--- config.mk ---
export PLATFORM = sky130hd
export DESIGN_NAME = sdram_port_arbiter_flat
export DESIGN_NICKNAME = d
export VERILOG_FILES = /design/src/rtl/sdram_port_arbiter_if.sv /design/src/rtl/sdram_port_arbiter.sv /design/src/flat_wrapper.sv
export SDC_FILE = /design/constraint.sdc
export NUM_CORES = 1
export LEC_CHECK = 0
export CORE_AREA = 4 4 142 144
export DETAILED_ROUTE_END_ITERATION = 10
export DIE_AREA = 0 0 146 148
export GPL_TIMING_DRIVEN = 0
export SYNTH_ARGS = -nofsm -noshare
export SYNTH_HDL_FRONTEND = slang
export SYNTH_SLANG_ARGS = --single-unit
--- constraint.sdc ---
create_clock -name clock -period 7.3 [get_ports clock]
set_clock_uncertainty 0.2 [all_clocks]
set_input_delay 1.46 -clock clock [delete_from_list [all_inputs] [get_ports clock]]
set_output_delay 1.46 -clock clock [all_outputs]
set_load 0.02 [all_outputs]
--- src/rtl/sdram_port_arbiter_if.sv ---
// Avalon-MM bundle used on both sides of the SDRAM port arbiter.
// LANES parallel request lanes share one readdata bus; the client side
// uses one lane per GPU core, the SDRAM side a single lane.
interface sdram_port_arbiter_if #(
   parameter int LANES  = 1,
   parameter int ADDR_W = 30,
   parameter int DATA_W = 32
);
   logic [LANES*ADDR_W-1:0] address;
   logic [LANES-1:0]        read;
   logic [LANES-1:0]        write;
   logic [LANES*DATA_W-1:0] writedata;
   logic [LANES-1:0]        waitrequest;
   logic [DATA_W-1:0]       readdata;
   logic [LANES-1:0]        readdatavalid;

   // The side that issues requests
   modport master (
      output address, read, write, writedata,
      input  waitrequest, readdata, readdatavalid
   );

   // The side that services requests
   modport slave (
      input  address, read, write, writedata,
      output waitrequest, readdata, readdatavalid
   );
endinterface

--- src/rtl/sdram_port_arbiter.sv ---
// Round-robin arbiter merging PORT_COUNT Avalon-MM client ports onto one
// SDRAM master. A grant stalled by the SDRAM is locked until accepted so the
// bus stays stable. Pipelined reads are tracked in a tag FIFO, which steers
// each in-order return to the port that issued the read.
module sdram_port_arbiter #(
   parameter int          PORT_COUNT      = 4,
   parameter int          WORD_WIDTH      = 32,
   parameter int          ADDRESS_WIDTH   = 24,
   parameter int          MAX_OUTSTANDING = 8,
   parameter logic [31:0] SDRAM_BASE      = 32'h3E000000
) (
   input  logic                                 clock,
   input  logic                                 reset,
   sdram_port_arbiter_if.slave                  client,
   sdram_port_arbiter_if.master                 sdram,
   output logic [$clog2(MAX_OUTSTANDING+1)-1:0] outstanding,
   output logic                                 error
);

   localparam int IDX_W = (PORT_COUNT > 1) ? $clog2(PORT_COUNT) : 1;
   localparam int PTR_W = $clog2(MAX_OUTSTANDING);
   localparam int CNT_W = $clog2(MAX_OUTSTANDING + 1);
   localparam logic [IDX_W-1:0] LAST_PORT  = IDX_W'(PORT_COUNT - 1);
   localparam logic [CNT_W-1:0] FULL_COUNT = CNT_W'(MAX_OUTSTANDING);

   typedef enum logic {
      ARB_FREE,
      ARB_LOCKED
   } arb_state_t;

   arb_state_t state_q, state_d;
   logic [IDX_W-1:0] held_q, held_d;
   logic [IDX_W-1:0] last_grant_q;

   // A port asserting read and write together gets its read serviced first;
   // this bit remembers that the read part has already gone out.
   logic [PORT_COUNT-1:0] read_served_q;

   logic [IDX_W-1:0] tag_mem [MAX_OUTSTANDING];
   logic [PTR_W-1:0] head_q, tail_q;
   logic [CNT_W-1:0] count_q;
   logic             error_q;

   logic                  fifo_full;
   logic                  fifo_empty;
   logic [PORT_COUNT-1:0] want_read;
   logic [PORT_COUNT-1:0] want_write;
   logic [PORT_COUNT-1:0] eligible;
   logic [IDX_W-1:0]      grant;
   logic                  presented;
   logic                  active;
   logic                  grant_is_read;
   logic                  accept;
   logic                  push;
   logic                  pop;
   logic                  spurious;
   logic [31:0]           byte_address;

   // Port index reached by stepping 'step' places past 'base', wrapping
   function automatic logic [IDX_W-1:0] rr_index(input logic [IDX_W-1:0] base,
                                                 input int step);
      return IDX_W'((int'(base) + step) % PORT_COUNT);
   endfunction

   // Which ports want what, and which may be granted given the FIFO level
   always_comb begin
      fifo_full  = (count_q == FULL_COUNT);
      fifo_empty = (count_q == '0);
      want_read  = '0;
      want_write = '0;
      eligible   = '0;
      for (int i = 0; i < PORT_COUNT; i++) begin
         want_read[i]  = client.read[i] & ~read_served_q[i];
         want_write[i] = client.write[i] & ~want_read[i];
         // A pending read (even one paired with a write) waits for FIFO room,
         // because the read part must go out before the write part.
         eligible[i]   = (want_read[i] & ~fifo_full) | want_write[i];
      end
   end

   // Grant choice: the held port while locked, otherwise round-robin scan
   always_comb begin
      grant     = held_q;
      presented = 1'b0;
      if (state_q == ARB_LOCKED) begin
         presented = eligible[held_q];
      end else begin
         // Scanning from the far end means the last hit is the nearest port
         for (int k = PORT_COUNT; k >= 1; k--) begin
            if (eligible[rr_index(last_grant_q, k)]) begin
               grant     = rr_index(last_grant_q, k);
               presented = 1'b1;
            end
         end
      end
   end

   // Master-side bus driven straight from the granted port
   always_comb begin
      active        = presented & ~reset;
      grant_is_read = want_read[grant];
      accept        = active & ~sdram.waitrequest[0];
      byte_address  = 32'(client.address[grant*ADDRESS_WIDTH +: ADDRESS_WIDTH]) + SDRAM_BASE;
      sdram.address   = '0;
      sdram.read      = '0;
      sdram.write     = '0;
      sdram.writedata = '0;
      if (active) begin
         sdram.address   = 30'(byte_address >> 2);
         sdram.read[0]   = grant_is_read;
         sdram.write[0]  = ~grant_is_read;
         sdram.writedata = client.writedata[grant*WORD_WIDTH +: WORD_WIDTH];
      end
   end

   // Client-side stall, return steering and FIFO control strobes
   always_comb begin
      push     = accept & grant_is_read;
      pop      = sdram.readdatavalid[0] & ~fifo_empty;
      spurious = sdram.readdatavalid[0] & fifo_empty;
      client.waitrequest = '1;
      // The read half of a combined request is taken silently so the core
      // keeps holding the write until that too has been accepted.
      if (accept && !(grant_is_read && client.write[grant])) begin
         client.waitrequest[grant] = 1'b0;
      end
      client.readdata      = sdram.readdata;
      client.readdatavalid = '0;
      if (pop && !reset) begin
         client.readdatavalid[tag_mem[head_q]] = 1'b1;
      end
   end

   // Lock next-state: hold a stalled grant until it is accepted or abandoned
   always_comb begin
      state_d = state_q;
      held_d  = held_q;
      case (state_q)
         ARB_FREE: begin
            if (active && sdram.waitrequest[0]) begin
               state_d = ARB_LOCKED;
               held_d  = grant;
            end
         end
         ARB_LOCKED: begin
            if (!presented || !sdram.waitrequest[0]) begin
               state_d = ARB_FREE;
            end
         end
         default: state_d = ARB_FREE;
      endcase
   end

   // Lock state register
   always_ff @(posedge clock) begin
      if (reset) begin
         state_q <= ARB_FREE;
         held_q  <= '0;
      end else begin
         state_q <= state_d;
         held_q  <= held_d;
      end
   end

   // Round-robin pointer follows the most recently accepted port
   always_ff @(posedge clock) begin
      if (reset) begin
         last_grant_q <= LAST_PORT;
      end else if (accept) begin
         last_grant_q <= grant;
      end
   end

   // Track the read half of combined read+write requests
   always_ff @(posedge clock) begin
      if (reset) begin
         read_served_q <= '0;
      end else begin
         for (int i = 0; i < PORT_COUNT; i++) begin
            if (!client.write[i]) begin
               read_served_q[i] <= 1'b0;
            end else if (accept && grant == IDX_W'(i)) begin
               read_served_q[i] <= grant_is_read;
            end
         end
      end
   end

   // Tag FIFO: remember which port owns each read still in flight
   always_ff @(posedge clock) begin
      if (reset) begin
         head_q  <= '0;
         tail_q  <= '0;
         count_q <= '0;
      end else begin
         if (push) begin
            tag_mem[tail_q] <= grant;
            tail_q          <= tail_q + 1'b1;
         end
         if (pop) begin
            head_q <= head_q + 1'b1;
         end
         count_q <= count_q + CNT_W'(push) - CNT_W'(pop);
      end
   end

   // Sticky flag for a return that no read was waiting for
   always_ff @(posedge clock) begin
      if (reset) begin
         error_q <= 1'b0;
      end else if (spurious) begin
         error_q <= 1'b1;
      end
   end

   assign outstanding = count_q;
   assign error       = error_q;

endmodule

--- src/flat_wrapper.sv ---
// flat-port wrapper written by rule: the top's interface ports become plain ports
module sdram_port_arbiter_flat 
#(
   parameter int          PORT_COUNT      = 4,
   parameter int          WORD_WIDTH      = 32,
   parameter int          ADDRESS_WIDTH   = 24,
   parameter int          MAX_OUTSTANDING = 8,
   parameter logic [31:0] SDRAM_BASE      = 32'h3E000000
)
  (clock, reset, outstanding, error, client_address, client_read, client_write, client_writedata, client_waitrequest, client_readdata, client_readdatavalid, sdram_address, sdram_read, sdram_write, sdram_writedata, sdram_waitrequest, sdram_readdata, sdram_readdatavalid);
  sdram_port_arbiter_if #(.LANES((4)), .ADDR_W((24)), .DATA_W((32))) client_i ();
  sdram_port_arbiter_if #(.LANES(1), .ADDR_W(30), .DATA_W((32))) sdram_i ();
  input  logic clock;
  input  logic reset;
  output logic [$clog2(MAX_OUTSTANDING+1)-1:0] outstanding;
  output logic error;
  input wire logic [$bits(client_i.address)-1:0] client_address;
  input wire logic [$bits(client_i.read)-1:0] client_read;
  input wire logic [$bits(client_i.write)-1:0] client_write;
  input wire logic [$bits(client_i.writedata)-1:0] client_writedata;
  output wire logic [$bits(client_i.waitrequest)-1:0] client_waitrequest;
  output wire logic [$bits(client_i.readdata)-1:0] client_readdata;
  output wire logic [$bits(client_i.readdatavalid)-1:0] client_readdatavalid;
  output wire logic [$bits(sdram_i.address)-1:0] sdram_address;
  output wire logic [$bits(sdram_i.read)-1:0] sdram_read;
  output wire logic [$bits(sdram_i.write)-1:0] sdram_write;
  output wire logic [$bits(sdram_i.writedata)-1:0] sdram_writedata;
  input wire logic [$bits(sdram_i.waitrequest)-1:0] sdram_waitrequest;
  input wire logic [$bits(sdram_i.readdata)-1:0] sdram_readdata;
  input wire logic [$bits(sdram_i.readdatavalid)-1:0] sdram_readdatavalid;
  assign client_i.address = client_address;
  assign client_i.read = client_read;
  assign client_i.write = client_write;
  assign client_i.writedata = client_writedata;
  assign client_waitrequest = client_i.waitrequest;
  assign client_readdata = client_i.readdata;
  assign client_readdatavalid = client_i.readdatavalid;
  assign sdram_address = sdram_i.address;
  assign sdram_read = sdram_i.read;
  assign sdram_write = sdram_i.write;
  assign sdram_writedata = sdram_i.writedata;
  assign sdram_i.waitrequest = sdram_waitrequest;
  assign sdram_i.readdata = sdram_readdata;
  assign sdram_i.readdatavalid = sdram_readdatavalid;
  sdram_port_arbiter #(.PORT_COUNT(PORT_COUNT), .WORD_WIDTH(WORD_WIDTH), .ADDRESS_WIDTH(ADDRESS_WIDTH), .MAX_OUTSTANDING(MAX_OUTSTANDING), .SDRAM_BASE(SDRAM_BASE)) u_core (.clock(clock), .reset(reset), .client(client_i), .sdram(sdram_i), .outstanding(outstanding), .error(error));
endmodule
=== Yosys cells after proc, flatten, opt, wreduce, memory -nomap -nowiden ===
Memory sizes are Yosys's and may differ from the RTL's. A register that Yosys moved wholly into a read port is not among the register bits.
Cells that the tools add are included.

* Order comparisons: 9
* Eq/ne operators: 4
* Muxes and demuxes: 42
* Shift-type cells: 2
* Bitwise operators: 40
* Multipliers: 1
* Reduce and logical (&&, ||, !) cells: 22
* Add/subtract/negate cells: 9

{| class="wikitable"
|+ Operators by type and width
! operator !! count
|-
| $shiftx 128x8->32 || 1
|-
| $shiftx 96x8->24 || 1
|-
| $mux 32 || 1
|-
| $add 24x30->31 const B || 1
|-
| $mux 30 || 1
|-
| $lt 2x3->1 const B || 7
|-
| $mux 1 || 21
|-
| $not 1->1 || 18
|-
| $and 1x1->1 || 17
|-
| $bmux 1 s2 || 7
|-
| $logic_and 1x1->1 || 10
|-
| $mux 2 || 5
|-
| $mux 4 || 2
|-
| $reduce_or 2->1 || 4
|-
| $add 3x1->3 const B || 2
|-
| $mux 3 || 2
|-
| $add 2x1->2 const B || 2
|-
| $add 2x2->2 const B || 2
|-
| $add 4x1->4 || 1
|-
| $demux 1 s2 || 2
|-
| $eq 2x2->1 const B || 2
|-
| $eq 4x4->1 const B || 1
|-
| $ge 2x1->1 const B || 2
|-
| $logic_not 1->1 || 4
|-
| 10 further kinds || 13
|}

* Output and inout port bits: 109
* Logic and storage cells: 141
* Register bits: 20
* Bits of input ports: 268
* Memories: 1
* RAM bits: 16

{| class="wikitable"
|+ Memory list
! name !! depth !! bits a word !! read ports !! clocked after Yosys merged registers in !! wr ports !! line !! RTL
|-
| u_core.tag_mem || 8 || 2 || 1 || 1 || 1 || sdram_port_arbiter.sv:39 || <nowiki>logic [IDX_W-1:0] tag_mem [MAX_OUTSTANDING];</nowiki>
|}

=== Logic depth before layout (Yosys ltp) ===
Gate-level depths: netlist of run 1.

* Depth after elaboration: 18
* Depth in mapped cells: 18

=== Least setup slack after synthesis of run 1 ===
Ideal clock, no wire load.

* Path kind: input to output
* Start: input port client_read[3]
* End: output port sdram_writedata[22]
* Path buffers: 2
* Data required time: 5.640 ns
* Arrival time: 3.837 ns
* Slack: 1.803 ns
* Stages: 11
* Cells stage by stage: nor2b_1 -> mux2i_2 -> nand3_1 -> a32oi_1 -> a221oi_2 -> o31ai_4 -> buf_2 -> buf_4 -> mux2i_1 -> nand2_1 -> and3_1

* Word-level cells in the longest chain between the ends: 13

{| class="wikitable"
|+ RTL lines
! what !! line !! RTL
|-
| from (decl) || flat_wrapper.sv:18 || <nowiki>input wire logic [$bits(client_i.read)-1:0] client_read;</nowiki>
|-
| $and 1x1->1 (*) || sdram_port_arbiter.sv:73 || <nowiki>want_read[i] = client.read[i] & ~read_served_q[i];</nowiki>
|-
| $not 1->1 || sdram_port_arbiter.sv:74 || <nowiki>want_write[i] = client.write[i] & ~want_read[i];</nowiki>
|-
| $and 1x1->1 || sdram_port_arbiter.sv:74 ||
|-
| $or 1x1->1 (*) || sdram_port_arbiter.sv:77 || <nowiki>eligible[i] = (want_read[i] & ~fifo_full) | want_write[i];</nowiki>
|-
| $bmux 1 s2 || sdram_port_arbiter.sv:90 || <nowiki>if (eligible[rr_index(last_grant_q, k)]) begin</nowiki>
|-
| $mux 1 (not written as such) || sdram_port_arbiter.sv:90 ||
|-
| $mux 2 or $mux 1 (tied branches) (4 in a row) || sdram_port_arbiter.sv:90 ||
|-
| $mux 2 or $mux 1 (tied branches) || sdram_port_arbiter.sv:85 || <nowiki>if (state_q == ARB_LOCKED) begin</nowiki>
|-
| $shiftx 128x8->32 or $and 1x1->1 (tied branches) || sdram_port_arbiter.sv:112, sdram_port_arbiter.sv:100 ||
|-
| $mux 32 (*) || sdram_port_arbiter.sv:108 || <nowiki>if (active) begin</nowiki>
|-
| to (decl) || flat_wrapper.sv:27 || <nowiki>output wire logic [$bits(sdram_i.writedata)-1:0] sdram_writedata;</nowiki>
|}

Every way passes the cells marked *; elsewhere a longest branch is shown, timed or not. The select of a mux whose other input is x is not followed.

=== Final worst setup path of run 1 ===
* Start: input port client_read[2]
* End: output port sdram_address[5]

* Word-level cells in the longest chain between the ends: 15

{| class="wikitable"
|+ RTL lines
! what !! line !! RTL
|-
| $and 1x1->1 (*) || sdram_port_arbiter.sv:73 ||
|-
| $not 1->1 || sdram_port_arbiter.sv:74 ||
|-
| $and 1x1->1 || sdram_port_arbiter.sv:74 ||
|-
| $or 1x1->1 (*) || sdram_port_arbiter.sv:77 ||
|-
| $bmux 1 s2 || sdram_port_arbiter.sv:90 ||
|-
| $mux 1 (not written as such) || sdram_port_arbiter.sv:90 ||
|-
| $mux 2 (4 in a row) || sdram_port_arbiter.sv:90 ||
|-
| $mux 2 || sdram_port_arbiter.sv:85 ||
|-
| $mul 2x2->4 || sdram_port_arbiter.sv:103 || <nowiki>byte_address = 32'(client.address[grant*ADDRESS_WIDTH +: ADDRESS_WIDTH]) + SDRAM_BASE;</nowiki>
|-
| $shiftx 96x8->24 || sdram_port_arbiter.sv:103 ||
|-
| $add 24x30->31 || sdram_port_arbiter.sv:103 ||
|-
| $mux 30 (*) || sdram_port_arbiter.sv:108 ||
|-
| to (decl) || flat_wrapper.sv:24 || <nowiki>output wire logic [$bits(sdram_i.address)-1:0] sdram_address;</nowiki>
|}

Marks and branches as above.

==> results.md, run 1 <==
- Outcome: complete, no violations
- GPL Wtd Cong: 0.8564
- Gr usage total: 18.56%
- Crit Path Max Fanout: 10
- Crit path time final: 7073 ps
- Synth unique cells: 50
- Max incr delay on CP: 560 ps
- Initial antenna violation count: 0
- RSZ-0062 raised after global routing: no
- Final setup viols: 0
- Setup crit start kind: input port
- Core area: 0.01871 sq mm
- Clk_lat worst skew: 280 ps
- Routed length per placed instance: 18.78 um
- CTS tree: built
- Kind of critical path: input port to output port
- Power per standard cell area: 216.2 mW/mm^2
- First-pass GRT wire length: 31.22 mm
- GRT overflow: 0
- # diodes: 0
- Crit path cell chain: clkdlybuf4s50_1, nor2b_2, mux2i_4, nand3_1, a32oi_1, a221oi_2, o31ai_4, clkbuf_4, buf_4, mux2i_2, nand2_1, and3_1, clkdlybuf4s50_1
- Clk buf depth: 2
- Worst IR Drop VDD: 0.09238 mV
- Post-CTS Setup Bufs: 0
- Reg clk slew, reported paths: 60 ps
- Die Height: 148 um
- Fillers: 1,941
- Max-slew violations: 0
- Crit. End Element: output port
- Initial core utilization: 23.83%
- Tightest Pin Transition: 723.0 ps
- Clock Tree Root: clkbuf_16
- Post-place setup slack: -168.1 ps
- Clock sink count: 39
- Hpwl dp: 17.97 mm
- Post-Place Cells: 1,125
- Top_reg_cell synth: dfxtp_1
- # resized after CTS: 10
- Leak Pwr: 3.383 nW
- Yosys reg bits: 39
- # hold bufs at CTS: 0
- Fin crit share: 96.89%
- Synth warnings: 0
- Final ANT Viol Nets: 0
- Final WS setup: 226.7 ps
- Site Rows: 50
- Finished Layout Cells: 1,133
- Arr. time, crit path: 5410 ps
- Vias in the first global route: 5,266
- I/O pin count: 377
- CP max-delay cell: clkdlybuf4s50_1
- Layout Nets: 1,175
- Die width: 146 um
- CTS buffer count: 5
- Die area: 0.02161 sq mm
- Min-Delay Path Class: flip-flop to flip-flop
- Mapped Avg Cell Area: 8.001 sq um
- Seq/Total Area, Yosys: 21.11%
- Starting DRT DRC Count: 259
- Area grow syn2layout: 85.74%
- Post-Syn Area: 0.004457 sq mm
- Count of input and output buffers: 332
- Share of cells above drive strength 1: 9.677%
- Crit path required time: 5640 ps
- Max-cap violations: 0
- Largest net degree at the start of global routing: 18
- Final hold vios: 0
- Syn Inst Count: 557
- EDFF count, synth: 16
- Async S/R FF share, synth: 0%
- Most frequent CP cell: clkdlybuf4s50_1
- Number of remaining DRC errors: 0
- Via density: 4.472
- H-tree Lvls: 2
- Routed WL: 21.28 mm
- Worst relative slew slack: 51.80%
- F_max: 0.1414 GHz
- First drt pass iteration count: 4
- Total number of vias: 5,067
[worst max-delay path, delay by kind of cell]
kind / cells / cell delay [ps]
AOI/OAI and AO/OA: 3 / 690
buffers and inverters: 4 / 1700
muxes: 2 / 780
and+or+nand+nor: 4 / 760
[where the power goes]
| part | internal (mW) | switching (mW) |
|---|---|---|
| Clock | 0.126 | 0.0856 |
| Sequential | 0.262 | 0.0265 |
| Combinational | 0.626 | 0.665 |
[kinds of logic (layout without fill, tap and decap cells)]
| logic type | Yosys count | after routing | synth area share, % |
|---|---|---|---|
| buf+inv | 91 | 431 | 12.13 |
| other cells | 1 | 3 | 0.08414 |
| mux | 132 | 132 | 31.30 |
| xor+xnor | 4 | 4 | 0.7862 |
| compound gates | 35 | 35 | 5.783 |
| flops | 39 | 39 | 21.11 |
| simple gates | 246 | 246 | 26.11 |
| fa+ha+maj | 9 | 9 | 2.695 |
[sequential cells by signal, summed over array words and instances, names as in the netlist, 2 cells and up, named ones only]
register and flops:
u_core.tag_mem 16, u_core.head_q 3, u_core.read_served_q 4, u_core.outstanding 4, u_core.tail_q 3, u_core.held_q 2, u_core.last_grant_q 2
[cells in the mapped netlist (2+ instances only)]
cell,count,area [sq um]
nor4_1,3,18.77
inv_1,12,45.04
nor3_1,7,35.03
o21ai_0,5,25.02
nand2_1,129,484.2
o21a_1,2,15.01
mux4_2,4,90.09
a21oi_1,8,40.04
nand3_1,7,35.03
nor2_1,17,63.81
nand4_1,2,12.51
buf_2,3,15.01
and2_1,4,25.02
xor2_1,2,17.52
xnor2_1,2,17.52
buf_1,4,15.01
clkinv_1,2,7.510
a211o_1,2,17.52
a21o_1,3,22.52
mux2i_2,4,55.05
nor3b_1,2,15.01
mux2_2,6,67.56
nor2b_1,8,50.05
o211ai_1,2,15.01
ha_1,8,100.1
o32ai_1,2,17.52
clkbuf_1,18,67.56
nand2b_1,6,37.54
edfxtp_1,16,480.5
mux2i_1,117,1171
dfxtp_1,23,460.4
buf_4,52,390.4
and3_1,58,362.9
[final timing paths]
check	startpoint	end	slack [ps]	cells after the start
worst max-delay path	client_read[2]	sdram_address[5]	230	13
worst min-delay path	u_core.error$_SDFFE_PP0P_	u_core.error$_SDFFE_PP0P_	280	2
worst max register to register	u_core.outstanding[2]$_SDFF_PP0_	u_core.outstanding[1]$_SDFF_PP0_	3200	16
worst min register to register	u_core.error$_SDFFE_PP0P_	u_core.error$_SDFFE_PP0P_	280	2
[metrics by stage]
stage / area [sq um] / hold slack (ps) / power (mW) / setup TNS, ps / util (%)
after floorplan: 4464 / 254.1 / 1.052 / 0 / -
after global placement: 8080 / 251.6 / 1.581 / -338.1 / 43.20
after detailed placement: 8080 / 259.3 / 1.585 / -309.5 / 43.20
after CTS: 8272 / 274.8 / 1.813 / 0 / 44.22
after global routing: 8278 / 293.3 / 1.921 / 0 / 44.25
final: 8278 / 275.6 / 1.790 / 0 / 44.25
[cell type report]
class	instances	area, sq um	share of cell area [%]
repair buffers	332	3323	40.15
multi-input cells	429	3035	36.67
flip-flops and latches	39	940.9	11.37
plain buffers	77	491.7	5.940
well taps	234	292.8	3.537
clock buffers	6	128.9	1.557
inverters	14	52.55	0.6348
clock inverters	2	12.51	0.1511
[cells in the final DEF, fill, tap and decap left out, types with 5 or more instances in the layout]
cell type and count:
edfxtp_1 16, a21oi_1 8, ha_1 8, nand2_1 129, dfxtp_1 23, clkdlybuf4s50_1 332, and3_1 58, nand3_1 7
nor3_1 7, nor2_1 17, mux2_2 6, mux2i_1 115, clkbuf_16 5, o21ai_0 5, clkbuf_1 18, buf_4 52
inv_1 12, nand2b_1 6
[metal layers]
layer | track usage (%) | routed length, um
met1 | 22.26 | 8413
met2 | 34.12 | 11150
met4 | 2.916 | 218
met3 | 4.690 | 1497
met5 | 0 | 0
Note: power is estimated with default switching activity, not from simulation.
==> run 2: changes to the inputs <==
CORE_AREA = 4 4 144 146   (was 4 4 142 144)
DIE_AREA = 0 0 148 150   (was 0 0 146 148)
==> run 2 against run 1 <==
Count of clock-buffer cells in the layout down 1. Sequential cell count did not move. Combinational power about the same. Power is 0.49% higher. Sequential power barely moved. Wire length fell by 0.17%. Die area up 2.7%. Utilization decreased by 1.4 points. Sequential share of layout area fell by 0.060 points. Clock power is 3% higher. First-iteration DRC count decreased by 8.5%. Critical endpoint is now sdram_address[3]. Largest power group unchanged.
==> results.md, run 2 (synthesis gave the netlist of run 1 again) <==
- Reg clk slew, reported paths: 60 ps (about the same)
- Clk_lat worst skew: 280 ps (about the same)
- Outcome: complete, no violations (unchanged)
- Clock Tree Root: clkbuf_16 (unchanged)
- GPL Wtd Cong: 0.8401 (was 0.8564)
- Sequential share of power: 16.1% (about the same)
- Die width: 148 um (was 146 um)
- Fillers: 2,034 (was 1,941)
- Arr. time, crit path: 5340 ps (was 5410 ps)
- Vias in the first global route: 5,042 (was 5,266)
- Most common cell after layout, fill and taps aside: clkdlybuf4s50_1 (unchanged)
- Total chip power: 1.799 mW (was 1.790 mW)
- # resized after CTS: 7 (was 10)
- Clk pwr share: 12.1% (was 11.8%)
- Clk buf depth: 2 (unchanged)
- Max-slew violations: 0 (unchanged)
- Crit. End Element: output port (unchanged)
- Die Height: 150 um (was 148 um)
- Count of input and output buffers: 332 (unchanged)
- Routed WL: 21.24 mm (was 21.28 mm)
- Max FFs per register: 16 (unchanged)
- Int Pwr: 1.014 mW (was 1.013 mW)
- Total number of vias: 5,093 (was 5,067)
- Crit path time final: 7001 ps (was 7073 ps)
- Via density: 4.375 (was 4.472)
- RSZ-0062 raised after global routing: no (unchanged)
- # hold bufs at CTS: 0 (unchanged)
- Power per standard cell area: 216.2 mW/mm^2 (about the same)
- Initial core utilization: 22.97% (was 23.83%)
- Multi-input logic area: 0.003032 sq mm (was 0.003035 sq mm)
- Worst relative slew slack: 51.04% (was 51.80%)
- Post-CTS Setup Bufs: 0 (unchanged)
- Leak Pwr: 3.386 nW (was 3.383 nW)
- Gr usage total: 17.48% (was 18.56%)
- Biggest register: u_core.tag_mem (unchanged)
- H-tree Lvls: 2 (unchanged)
- Share of cells above drive strength 1: 9.677% (unchanged)
- Comb power frac: 71.8% (was 72.1%)
- Final ANT Viol Nets: 0 (unchanged)
- Number of remaining DRC errors: 0 (unchanged)
- Tightest Pin Transition: 734.3 ps (was 723.0 ps)
- WHS: 276.8 ps (was 275.6 ps)
- Area grow syn2layout: 86.72% (was 85.74%)
- Setup crit start kind: input port (unchanged)
- Die area: 0.02220 sq mm (was 0.02161 sq mm)
- Layout Nets: 1,175 (unchanged)
- # diodes: 0 (unchanged)
- Kind of critical path: input port to output port (unchanged)
- Seq. cell area: 940.9 sq um (unchanged)
- CTS buffer count: 5 (unchanged)
- F_max: 0.1428 GHz (was 0.1414 GHz)
- Largest net degree at the start of global routing: 18 (unchanged)
- First-pass GRT wire length: 29.81 mm (was 31.22 mm)
- First drt pass iteration count: 4 (unchanged)
- Final setup viols: 0 (unchanged)
- Worst IR Drop VDD: 0.09945 mV (was 0.09238 mV)
- Crit Path Max Fanout: 10 (unchanged)
- Commonest cells after routing, fill and taps aside: 332 x clkdlybuf4s50_1, 129 x nand2_1, 116 x mux2i_1, 58 x and3_1, 52 x buf_4 (was 332 x clkdlybuf4s50_1, 129 x nand2_1, 115 x mux2i_1, 58 x and3_1, 52 x buf_4)
- GRT overflow: 0 (unchanged)
- Crit path required time: 5640 ps (about the same)
- Switch Pwr: 0.7846 mW (was 0.7767 mW)
- Sw Share: 43.62% (was 43.39%)
- Max-cap violations: 0 (unchanged)
- I/O pin count: 377 (unchanged)
- Routed length per placed instance: 18.25 um (was 18.78 um)
- Fin crit share: 95.91% (was 96.89%)
- Initial antenna violation count: 0 (unchanged)
- Clock sink count: 39 (unchanged)
- CTS tree: built (unchanged)
- Site Rows: 51 (was 50)
- Starting DRT DRC Count: 237 (was 259)
- Min-Delay Path Class: flip-flop to flip-flop (unchanged)
- Post-route setup TNS: 0 ps (unchanged)
- Core area: 0.01940 sq mm (was 0.01871 sq mm)
- Hpwl dp: 18.02 mm (was 17.97 mm)
- Final hold vios: 0 (unchanged)
## run 2: cell count changes in the layout (fill, tap and decap cells not counted), sizes merged
cell and change:
clkbuf -1, clkinv +1
## run 2: power groups by stage
stage	Combinational (mW)	Sequential, mW	Clock (mW)
6_report	1.29	0.289	0.218
5_1_grt	1.40	0.294	0.234
4_1_cts	1.31	0.289	0.224
3_5_place_dp	1.30	0.294	0
3_3_place_gp	1.29	0.293	0
2_1_floorplan	0.753	0.299	0
## run 2: final cells by class
cell class	count	share of cell area, %
inverters	14	0.6315
repair buffers	332	39.93
flip-flops and latches	39	11.31
multi-input cells	429	36.43
plain buffers	77	5.909
clock inverters	3	0.3007
well taps	265	3.984
clock buffers	5	1.504
## run 2: through the flow
step           utilization [%]  std cells  setup WS, ps  instance area, sq um
2_1_floorplan                -        559          1803                  4464
3_5_place_dp             41.85       1156        -59.88                  8119
5_1_grt                  42.90       1164         40.93                  8322
6_report                 42.90       1164         298.5                  8322
3_3_place_gp             41.85       1156        -75.56                  8119
4_1_cts                  42.84       1164         20.04                  8310
## run 2: critical path, stage by stage
cell and delay, ps:
clkdlybuf4s50_1 460, nor2b_2 320, mux2i_4 430, nand3_1 120, a32oi_1 260, a221oi_2 90
o31ai_4 350, clkbuf_4 320, buf_4 310, mux2i_1 370, nand2_1 80, and3_1 190
clkdlybuf4s50_1 570
## run 2: worst paths after layout
check	start	end	slack [ps]	cells after the start
min reg2reg	u_core.error$_SDFFE_PP0P_	u_core.error$_SDFFE_PP0P_	280	2
max reg2reg	u_core.outstanding[2]$_SDFF_PP0_	u_core.outstanding[1]$_SDFF_PP0_	3200	16
max	client_read[2]	sdram_address[3]	300	13
min	u_core.error$_SDFFE_PP0P_	u_core.error$_SDFFE_PP0P_	280	2
## run 2: layer usage
| metal | vias to the layer above | wire length (um) | share of wire (%) | GRT usage [%] |
|---|---|---|---|---|
| li1 | 2582 | - | - | - |
| met1 | 2335 | 8159 | 38 | 20.13 |
| met2 | 164 | 11660 | 55 | 33.80 |
| met3 | 12 | 1288 | 6.1 | 4.119 |
| met4 | 0 | 138 | 0.65 | 1.801 |
| met5 | - | 0 | 0 | 0 |
